## src/rtl/sd_host_data_phy_pkg.sv

```systemverilog
// Shared constants for the host-side SD 4-bit data PHY: state codes, CRC16 and CRC status tokens.
package sd_host_data_phy_pkg;

  localparam int unsigned CRC_BITS = 16;
  localparam int unsigned COUNT_W  = 13;
  localparam int unsigned TMO_W    = 16;
  localparam int unsigned LINES    = 4;

  localparam logic [CRC_BITS-1:0] CRC16_POLY = 16'h1021;

  localparam logic [2:0] TOKEN_ACCEPTED = 3'b010;
  localparam logic [2:0] TOKEN_CRC_ERR  = 3'b101;
  localparam logic [2:0] TOKEN_WR_ERR   = 3'b110;

  localparam logic [3:0] ST_IDLE      = 4'd0;
  localparam logic [3:0] ST_TX_START  = 4'd1;
  localparam logic [3:0] ST_TX_DATA   = 4'd2;
  localparam logic [3:0] ST_TX_CRC    = 4'd3;
  localparam logic [3:0] ST_TX_END    = 4'd4;
  localparam logic [3:0] ST_STAT_WAIT = 4'd5;
  localparam logic [3:0] ST_STAT_CAP  = 4'd6;
  localparam logic [3:0] ST_STAT_END  = 4'd7;
  localparam logic [3:0] ST_BUSY      = 4'd8;
  localparam logic [3:0] ST_RX_WAIT   = 4'd9;
  localparam logic [3:0] ST_RX_DATA   = 4'd10;
  localparam logic [3:0] ST_RX_CRC    = 4'd11;
  localparam logic [3:0] ST_RX_END    = 4'd12;
  localparam logic [3:0] ST_FINISHED  = 4'd13;

  typedef struct packed {
    logic       crc_good;
    logic       timeout;
    logic [2:0] status;
  } result_t;

endpackage

```

## src/rtl/sd_host_data_phy_if.sv

```systemverilog
// Controller/FIFO side of the SD host data PHY: transfer control, byte FIFOs and result flags.
interface sd_host_data_phy_if;
  import sd_host_data_phy_pkg::*;

  logic               i_activate;
  logic               i_write_flag;
  logic [COUNT_W-1:0] i_data_count;
  logic               o_data_rd_stb;
  logic [7:0]         i_data_rd_data;
  logic               o_data_wr_stb;
  logic [7:0]         o_data_wr_data;
  logic               o_finished;
  logic               o_crc_good;
  logic               o_timeout;
  logic [2:0]         o_status;

  modport master (
    output i_activate, i_write_flag, i_data_count, i_data_rd_data,
    input  o_data_rd_stb, o_data_wr_stb, o_data_wr_data,
    input  o_finished, o_crc_good, o_timeout, o_status
  );

  modport slave (
    input  i_activate, i_write_flag, i_data_count, i_data_rd_data,
    output o_data_rd_stb, o_data_wr_stb, o_data_wr_data,
    output o_finished, o_crc_good, o_timeout, o_status
  );

endinterface

```

## src/rtl/sd_host_data_phy_crc.sv

```systemverilog
// Serial CRC16-CCITT generator for one DAT line, MSB first, zero init.
module sd_crc16_serial
  import sd_host_data_phy_pkg::*;
(
  input  logic                clk,
  input  logic                rst,
  input  logic                en_i,
  input  logic                clr_i,
  input  logic                bit_i,
  output logic [CRC_BITS-1:0] crc_o
);

  logic [CRC_BITS-1:0] crc_q, crc_d;
  logic                fb_c;

  always_comb begin
    fb_c  = bit_i ^ crc_q[CRC_BITS-1];
    crc_d = crc_q;
    if (clr_i) begin
      crc_d = '0;
    end else if (en_i) begin
      crc_d = {crc_q[CRC_BITS-2:0], 1'b0} ^ ({CRC_BITS{fb_c}} & CRC16_POLY);
    end
  end

  always_ff @(posedge clk) begin
    if (rst) crc_q <= '0;
    else     crc_q <= crc_d;
  end

  assign crc_o = crc_q;

endmodule

```

## src/rtl/sd_host_data_phy.sv

```systemverilog
// Host-side SD 4-bit data engine: write framing with CRC status/busy handling, read capture with CRC check.
module sd_host_data_phy
  import sd_host_data_phy_pkg::*;
#(
  parameter int unsigned START_TIMEOUT = 1024,
  parameter int unsigned BUSY_TIMEOUT  = 65535
) (
  input  logic                 clk,
  input  logic                 rst,
  sd_host_data_phy_if.slave    bus,
  output logic                 o_sd_data_oe,
  output logic [LINES-1:0]     o_sd_data_out,
  input  logic [LINES-1:0]     i_sd_data_in
);

  logic [3:0]                          state_q, state_d;
  logic [COUNT_W-1:0]                  left_q, left_d;
  logic                                phase_q, phase_d;
  logic [TMO_W-1:0]                    tmo_q, tmo_d;
  logic [3:0]                          idx_q, idx_d;
  logic [7:0]                          byte_q, byte_d;
  logic [LINES-1:0][CRC_BITS-1:0]      rcrc_q, rcrc_d;
  logic                                oe_q, oe_d;
  logic [LINES-1:0]                    dout_q, dout_d;
  logic                                rd_stb_q, rd_stb_d;
  logic                                wr_stb_q, wr_stb_d;
  logic [7:0]                          wr_data_q, wr_data_d;
  logic                                finished_q, finished_d;
  result_t                             res_q, res_d;
  logic                                crc_en_c, crc_clr_c;
  logic [LINES-1:0]                    crc_bit_c;
  logic [LINES-1:0][CRC_BITS-1:0]      crc_c;

  for (genvar l = 0; l < LINES; l++) begin : g_crc
    sd_crc16_serial u_crc (
      .clk   (clk),
      .rst   (rst),
      .en_i  (crc_en_c),
      .clr_i (crc_clr_c),
      .bit_i (crc_bit_c[l]),
      .crc_o (crc_c[l])
    );
  end

  // Bus outputs are registered, so pad activity trails the state register by one clock.
  always_comb begin
    state_d    = state_q;
    left_d     = left_q;
    phase_d    = phase_q;
    tmo_d      = '0;
    idx_d      = '0;
    byte_d     = byte_q;
    rcrc_d     = rcrc_q;
    oe_d       = oe_q;
    dout_d     = dout_q;
    rd_stb_d   = 1'b0;
    wr_stb_d   = 1'b0;
    wr_data_d  = wr_data_q;
    finished_d = finished_q;
    res_d      = res_q;
    crc_en_c   = 1'b0;
    crc_clr_c  = 1'b0;
    crc_bit_c  = '0;

    if (state_q != ST_IDLE && !bus.i_activate) begin
      state_d    = ST_IDLE;
      oe_d       = 1'b0;
      dout_d     = 4'hF;
      finished_d = 1'b0;
    end else begin
      case (state_q)
        ST_IDLE: begin
          crc_clr_c  = 1'b1;
          rcrc_d     = '0;
          oe_d       = 1'b0;
          dout_d     = 4'hF;
          finished_d = 1'b0;
          phase_d    = 1'b0;
          if (bus.i_activate) begin
            res_d  = '0;
            left_d = bus.i_data_count;
            if (bus.i_data_count == '0) begin
              state_d        = ST_FINISHED;
              finished_d     = 1'b1;
              res_d.crc_good = 1'b1;
            end else if (bus.i_write_flag) begin
              state_d  = ST_TX_START;
              rd_stb_d = 1'b1;
            end else begin
              state_d = ST_RX_WAIT;
            end
          end
        end
        ST_TX_START: begin
          oe_d    = 1'b1;
          dout_d  = 4'h0;
          state_d = ST_TX_DATA;
        end
        ST_TX_DATA: begin
          crc_en_c = 1'b1;
          if (!phase_q) begin
            byte_d    = bus.i_data_rd_data;
            crc_bit_c = bus.i_data_rd_data[7:4];
            rd_stb_d  = (left_q != COUNT_W'(1));
          end else begin
            crc_bit_c = byte_q[3:0];
            left_d    = left_q - COUNT_W'(1);
            if (left_q == COUNT_W'(1)) state_d = ST_TX_CRC;
          end
          dout_d  = crc_bit_c;
          phase_d = !phase_q;
        end
        ST_TX_CRC: begin
          for (int l = 0; l < LINES; l++) dout_d[l] = crc_c[l][4'd15 - idx_q];
          idx_d = idx_q + 4'd1;
          if (idx_q == 4'd15) state_d = ST_TX_END;
        end
        ST_TX_END: begin
          dout_d  = 4'hF;
          state_d = ST_STAT_WAIT;
        end
        // First two clocks are bus turnaround; DAT0 is not trusted there.
        ST_STAT_WAIT: begin
          oe_d  = 1'b0;
          tmo_d = tmo_q + TMO_W'(1);
          if (tmo_q >= TMO_W'(2) && !i_sd_data_in[0]) begin
            state_d = ST_STAT_CAP;
          end else if (tmo_q == TMO_W'(START_TIMEOUT - 1)) begin
            state_d       = ST_FINISHED;
            finished_d    = 1'b1;
            res_d.timeout = 1'b1;
          end
        end
        ST_STAT_CAP: begin
          res_d.status = {res_q.status[1:0], i_sd_data_in[0]};
          idx_d        = idx_q + 4'd1;
          if (idx_q == 4'd2) state_d = ST_STAT_END;
        end
        ST_STAT_END: state_d = ST_BUSY;
        ST_BUSY: begin
          tmo_d = tmo_q + TMO_W'(1);
          if (i_sd_data_in[0]) begin
            state_d        = ST_FINISHED;
            finished_d     = 1'b1;
            res_d.crc_good = (res_q.status == TOKEN_ACCEPTED);
          end else if (tmo_q == TMO_W'(BUSY_TIMEOUT - 1)) begin
            state_d       = ST_FINISHED;
            finished_d    = 1'b1;
            res_d.timeout = 1'b1;
          end
        end
        ST_RX_WAIT: begin
          tmo_d = tmo_q + TMO_W'(1);
          if (i_sd_data_in == 4'h0) begin
            state_d = ST_RX_DATA;
            phase_d = 1'b0;
          end else if (tmo_q == TMO_W'(START_TIMEOUT - 1)) begin
            state_d       = ST_FINISHED;
            finished_d    = 1'b1;
            res_d.timeout = 1'b1;
          end
        end
        ST_RX_DATA: begin
          crc_en_c  = 1'b1;
          crc_bit_c = i_sd_data_in;
          phase_d   = !phase_q;
          if (!phase_q) begin
            byte_d = {i_sd_data_in, byte_q[3:0]};
          end else begin
            wr_data_d = {byte_q[7:4], i_sd_data_in};
            wr_stb_d  = 1'b1;
            left_d    = left_q - COUNT_W'(1);
            if (left_q == COUNT_W'(1)) state_d = ST_RX_CRC;
          end
        end
        ST_RX_CRC: begin
          for (int l = 0; l < LINES; l++) rcrc_d[l] = {rcrc_q[l][CRC_BITS-2:0], i_sd_data_in[l]};
          idx_d = idx_q + 4'd1;
          if (idx_q == 4'd15) state_d = ST_RX_END;
        end
        ST_RX_END: begin
          state_d        = ST_FINISHED;
          finished_d     = 1'b1;
          res_d.crc_good = (i_sd_data_in == 4'hF) && (rcrc_q == crc_c);
        end
        ST_FINISHED: begin
          oe_d = 1'b0;
        end
        default: state_d = ST_IDLE;
      endcase
    end
  end

  always_ff @(posedge clk) begin
    if (rst) begin
      state_q    <= ST_IDLE;
      left_q     <= '0;
      phase_q    <= 1'b0;
      tmo_q      <= '0;
      idx_q      <= '0;
      byte_q     <= '0;
      rcrc_q     <= '0;
      oe_q       <= 1'b0;
      dout_q     <= 4'hF;
      rd_stb_q   <= 1'b0;
      wr_stb_q   <= 1'b0;
      wr_data_q  <= '0;
      finished_q <= 1'b0;
      res_q      <= '0;
    end else begin
      state_q    <= state_d;
      left_q     <= left_d;
      phase_q    <= phase_d;
      tmo_q      <= tmo_d;
      idx_q      <= idx_d;
      byte_q     <= byte_d;
      rcrc_q     <= rcrc_d;
      oe_q       <= oe_d;
      dout_q     <= dout_d;
      rd_stb_q   <= rd_stb_d;
      wr_stb_q   <= wr_stb_d;
      wr_data_q  <= wr_data_d;
      finished_q <= finished_d;
      res_q      <= res_d;
    end
  end

  assign o_sd_data_oe       = oe_q;
  assign o_sd_data_out      = dout_q;
  assign bus.o_data_rd_stb  = rd_stb_q;
  assign bus.o_data_wr_stb  = wr_stb_q;
  assign bus.o_data_wr_data = wr_data_q;
  assign bus.o_finished     = finished_q;
  assign bus.o_crc_good     = res_q.crc_good;
  assign bus.o_timeout      = res_q.timeout;
  assign bus.o_status       = res_q.status;

endmodule

```

## src/flat_wrapper.sv

```systemverilog
// flat-port wrapper written by rule: the top's interface ports become plain ports
module sd_host_data_phy_flat import sd_host_data_phy_pkg::*;
#(
  parameter int unsigned START_TIMEOUT = 1024,
  parameter int unsigned BUSY_TIMEOUT  = 65535
)
  (clk, rst, o_sd_data_oe, o_sd_data_out, i_sd_data_in, bus_i_activate, bus_i_write_flag, bus_i_data_count, bus_i_data_rd_data, bus_o_data_rd_stb, bus_o_data_wr_stb, bus_o_data_wr_data, bus_o_finished, bus_o_crc_good, bus_o_timeout, bus_o_status);
  sd_host_data_phy_if bus_i ();
  input  logic clk;
  input  logic rst;
  output logic o_sd_data_oe;
  output logic [LINES-1:0] o_sd_data_out;
  input  logic [LINES-1:0] i_sd_data_in;
  input wire logic [$bits(bus_i.i_activate)-1:0] bus_i_activate;
  input wire logic [$bits(bus_i.i_write_flag)-1:0] bus_i_write_flag;
  input wire logic [$bits(bus_i.i_data_count)-1:0] bus_i_data_count;
  input wire logic [$bits(bus_i.i_data_rd_data)-1:0] bus_i_data_rd_data;
  output wire logic [$bits(bus_i.o_data_rd_stb)-1:0] bus_o_data_rd_stb;
  output wire logic [$bits(bus_i.o_data_wr_stb)-1:0] bus_o_data_wr_stb;
  output wire logic [$bits(bus_i.o_data_wr_data)-1:0] bus_o_data_wr_data;
  output wire logic [$bits(bus_i.o_finished)-1:0] bus_o_finished;
  output wire logic [$bits(bus_i.o_crc_good)-1:0] bus_o_crc_good;
  output wire logic [$bits(bus_i.o_timeout)-1:0] bus_o_timeout;
  output wire logic [$bits(bus_i.o_status)-1:0] bus_o_status;
  assign bus_i.i_activate = bus_i_activate;
  assign bus_i.i_write_flag = bus_i_write_flag;
  assign bus_i.i_data_count = bus_i_data_count;
  assign bus_i.i_data_rd_data = bus_i_data_rd_data;
  assign bus_o_data_rd_stb = bus_i.o_data_rd_stb;
  assign bus_o_data_wr_stb = bus_i.o_data_wr_stb;
  assign bus_o_data_wr_data = bus_i.o_data_wr_data;
  assign bus_o_finished = bus_i.o_finished;
  assign bus_o_crc_good = bus_i.o_crc_good;
  assign bus_o_timeout = bus_i.o_timeout;
  assign bus_o_status = bus_i.o_status;
  sd_host_data_phy #(.START_TIMEOUT(START_TIMEOUT), .BUSY_TIMEOUT(BUSY_TIMEOUT)) u_core (.clk(clk), .rst(rst), .bus(bus_i), .o_sd_data_oe(o_sd_data_oe), .o_sd_data_out(o_sd_data_out), .i_sd_data_in(i_sd_data_in));
endmodule
```

## config.mk

```make
export PLATFORM = sky130hd
export DESIGN_NAME = sd_host_data_phy_flat
export DESIGN_NICKNAME = d
export VERILOG_FILES = /design/src/rtl/sd_host_data_phy_pkg.sv /design/src/rtl/sd_host_data_phy_if.sv /design/src/rtl/sd_host_data_phy_crc.sv /design/src/rtl/sd_host_data_phy.sv /design/src/flat_wrapper.sv
export SDC_FILE = /design/constraint.sdc
export NUM_CORES = 1
export LEC_CHECK = 0
export ABC_AREA = 1
export CAP_MARGIN = 5
export CORE_ASPECT_RATIO = 1.75
export CORE_MARGIN = 3
export CORE_UTILIZATION = 61
export DETAILED_ROUTE_END_ITERATION = 10
export PLACE_DENSITY = 0.88
export SYNTH_ARGS = -nofsm -noshare
export SYNTH_HDL_FRONTEND = slang
export SYNTH_SLANG_ARGS = --single-unit
```

## constraint.sdc

```tcl
create_clock -name clk -period 4.05 [get_ports clk]
set_input_delay 0.81 -clock clk [delete_from_list [all_inputs] [get_ports clk]]
set_output_delay 0.81 -clock clk [all_outputs]
set_load 0.01 [all_outputs]
```

==> flow_metrics.py <==
metrics = {
    "layout": {
        "nNetsFinal": 1554,
        "syn_to_final_growth_pct": 11.2,
        "final_cells": 1752,
        "regArea_sq_um": 3900,
        "fillers": 1393,
        "diodes": 0,
        "post-route-util_pct": 69.8,
        "multiInputGateArea_sq_um": 4930,
        "drive_gt1_share_pct": 5.61,
    },
    "logic_synthesis": {
        "synthSimpleGateAreaFrac_pct": 24.5,
        "synthTopCellsByCount": "274 x nand2_1, 245 x inv_1, 226 x nor2_1",
        "synth_edf_count": 0,
        "syn_area_sq_um": 10100,
        "synth-seq-cells": 195,
        "yosysTopAreaCell": "dfxtp_1",
        "syn_nets": 1537,
        "synth-warning-count": 0,
        "yosysMostFrequentCell": "nand2_1",
        "synthArstFlopShare_pct": 0,
        "synth_top_family_by_area": "simple AND/OR/NAND/NOR gates",
        "ys_seq_area_share_pct": 38.6,
        "syn_inst": 1502,
        "muxShareOfSynthArea_pct": 0,
        "ys.flop_type": "dfxtp_1",
        "synth_fa_ha_area_share_pct": 0.742,
        "ys_types": 42,
        "synth_top_cell_area_share_pct": 38.6,
        "synthXorXnorAreaFrac_pct": 4.16,
        "avgSynthCellArea_sq_um": 6.73,
        "synth.top_cells.by_area": "dfxtp_1 39%, nand2_1 10%, inv_1 9.1%",
        "synth_compound_area_share_pct": 19.3,
    },
    "sta": {
        "rsz0062_at_grt": "no",
        "fin_skew_ns": 0.0119,
        "worstMarginPinSlew_ns": 0.888,
        "setup_viol": 0,
        "period_share_pct": 67.1,
        "setup_ws_ns": 1.33,
        "fmax_mhz": 368,
        "slew_violations": 0,
        "finalHoldViolCount": 0,
        "fin_crit_ns": 2.72,
        "relSlewSlack_pct": 40.7,
        "setup_tns_ns": 0,
    },
    "drt": {
        "drt-initial-drc-count": 688,
        "topRoutingLayerUsed": "met4",
        "vias_per_cell": 5.62,
        "met1_length_microns": 10300,
        "avgRoutedWirePerCell_microns": 16.6,
        "vias": 9842,
        "drtPass1Iterations": 5,
        "route.detailed.drc": 0,
        "routed_wirelength_microns": 29200,
        "route.met3.wl_microns": 1650,
        "ant_nets": 0,
        "wl_met2_microns": 14600,
    },
    "setup_path": {
        "cp.required_ns": 4.39,
        "rr_worst_depth": 7,
        "cp_cell_sequence": "clkdlybuf4s50_1, buf_4, inv_1, nand2_4, nand2_4, inv_1, nand3_1, nand2_1, inv_1",
        "r2r_slack_ns": 1.53,
        "slowest_stage": "inv_1",
        "path_max_fanout": 49,
        "r2r-start": "u_core.state_q[2]",
        "arrival_ns": 3.05,
        "crit_top_cell": "inv_1",
        "slowest_delay_ns": 0.78,
        "crit_path_end_kind": "register",
        "path_class": "in2reg",
        "critPathBufInv": 5,
        "reg2reg_to": "u_core.g_crc[3].u_crc.crc_o[14]",
        "startpoint_type": "primary input",
        "cp_top_family": "buffers and inverters",
    },
    "die": {
        "initial_core_util_pct": 62.8,
        "core-area_sq_um": 16100,
        "dieHeight_microns": 176,
        "row_count": 61,
        "design.die.area_sq_um": 18200,
        "pin_count": 50,
        "die_w_microns": 103,
    },
    "outcome": {
        "status": "complete, no violations",
    },
    "cts": {
        "post_cts_buffers": 0,
        "numCtsBuffers": 17,
        "htreeDepth": 4,
        "clock-root-buffer": "clkbuf_16",
        "path_clk_slew_ns": 0.08,
        "cts_tree": "built",
        "clk_latency_ns": 0.44,
        "holdBufCountCts": 0,
        "clock_sinks": 195,
        "ctsLongestPathBuffers": 2,
        "postCtsResizedCells": 0,
    },
    "global_route": {
        "overflow": 0,
        "antenna_found_initial": 0,
        "grt_first_pass_wirelength_microns": 45900,
        "grt_use_total_pct": 32.4,
        "grt_pass1_vias": 9434,
        "grt_max_degree": 78,
    },
    "placement": {
        "dp_slack_ns": 0.937,
        "io_buffers": 49,
        "dp.cells": 1720,
        "dp.final_hpwl_microns": 21000,
        "gp_congestion": 1.00,
    },
    "pwr": {
        "combPwrFrac_pct": 34.8,
        "p_sw_mw": 2.49,
        "p_leak_nw": 4.48,
        "internal_power_mw": 3.65,
        "pwr-share-clk_pct": 28.3,
        "ir_worst_vdd_v": 0.000376,
        "power_density_nw_per_um2": 547,
        "swShare_pct": 40.6,
        "seqPwrFrac_pct": 36.9,
    },
    "min_path": {
        "min_path_cells": 1,
        "holdPathEnd": "u_core.tmo_q[0]",
        "hold_class": "reg2reg",
        "holdCritStartpoint": "u_core.tmo_q[0]",
    },
    "run": {
        "drv_cap": 0,
    },
}
[worst reg2reg max path, stage by stage (launching register included)]
cell	delay [ns]
dfxtp_1	0.69
nor2_4	0.13
nand2_4	0.18
nand2_4	0.11
nand2_4	0.40
buf_4	0.58
nor2_1	0.12
a211oi_1	0.22
[stage by stage]
step,power [mW],hold slack (ns),instance area (sq um)
2_1_floorplan,3.87,0.430,10100
5_1_grt,6.48,0.493,11200
6_report,6.15,0.464,11200
3_5_place_dp,4.39,0.450,10600
3_3_place_gp,4.37,0.442,10600
4_1_cts,6.12,0.469,11200
[layer usage]
| metal | vias to the layer above | global-route usage [%] |
|---|---|---|
| met5 | - | 0 |
| met4 | 0 | 25.4 |
| met3 | 146 | 5.02 |
| met2 | 435 | 56.2 |
| met1 | 4434 | 33.4 |
| li1 | 4827 | - |
[sequential cells by signal, indices dropped and copies added, names as in the netlist, 3 cells and up]
signal,flops
u_core.bus.o_data_wr_data,8
u_core.o_sd_data_out,4
u_core.state_q,4
u_core.bus.o_status,3
u_core.tmo_q,16
u_core.rcrc_q,64
u_core.idx_q,4
u_core.byte_q,8
u_core.left_q,13
u_core.g_crc.u_crc.crc_o,64
[kinds of logic (layout without fill, tap and decap cells)]
group | after synthesis | count (layout)
AND/OR/NAND/NOR | 593 | 593
flip-flops | 195 | 195
buffers and inverters | 318 | 348
AO/OA/AOI/OAI | 342 | 342
XOR/XNOR | 48 | 48
adder cells (fa/ha/maj) | 6 | 6
[power by group through the flow]
stage | sequential [mW] | clock, mW | combinational, mW
6_report | 2.27 | 1.74 | 2.14
5_1_grt | 2.29 | 1.82 | 2.37
4_1_cts | 2.26 | 1.75 | 2.10
3_5_place_dp | 2.30 | 0 | 2.09
3_3_place_gp | 2.30 | 0 | 2.07
2_1_floorplan | 2.26 | 0 | 1.60
[cell type report]
type / instances / share of cell area (%)
Timing Repair Buffer: 60 / 5.05
Tap cell: 220 / 2.45
Sequential cell: 195 / 34.7
Clock buffer: 18 / 3.91
Multi-Input combinational cell: 989 / 43.8
Inverter: 256 / 8.54
Clock inverter: 14 / 1.50
[how the worst max path moves through the flow]
stage | startpoint | to | slack, ns | depth (start not counted)
2_1_floorplan | bus_i_activate | u_core.g_crc[0].u_crc.crc_o[0] | 2.16 | 8
3_3_place_gp | bus_i_activate | u_core.g_crc[1].u_crc.crc_o[12] | 0.99 | 9
3_5_place_dp | bus_i_activate | u_core.g_crc[3].u_crc.crc_o[12] | 0.94 | 9
4_1_cts | bus_i_activate | u_core.g_crc[1].u_crc.crc_o[5] | 1.39 | 9
5_1_grt | bus_i_activate | u_core.g_crc[3].u_crc.crc_o[12] | 1.17 | 9
6_report | bus_i_activate | u_core.g_crc[1].u_crc.crc_o[5] | 1.33 | 9
[placed cells by master, fill, tap and decap left out, types with 5 or more instances in the layout]
| cell | n |
|---|---|
| a211oi_1 | 42 |
| a21oi_1 | 107 |
| a31oi_1 | 9 |
| buf_4 | 11 |
| clkbuf_16 | 17 |
| clkdlybuf4s50_1 | 48 |
| dfxtp_1 | 195 |
| ha_1 | 6 |
| inv_1 | 245 |
| inv_2 | 11 |
| nand2_1 | 272 |
| nand2_2 | 5 |
| nand2_4 | 5 |
| nand3_1 | 36 |
| nand4_1 | 11 |
| nor2_1 | 226 |
| nor3_1 | 14 |
| o211ai_1 | 5 |
| o21ai_0 | 103 |
| o22ai_1 | 65 |
| or2_2 | 5 |
| xnor2_1 | 9 |
| xor2_1 | 39 |
Note: power is estimated with default switching activity, not from simulation.
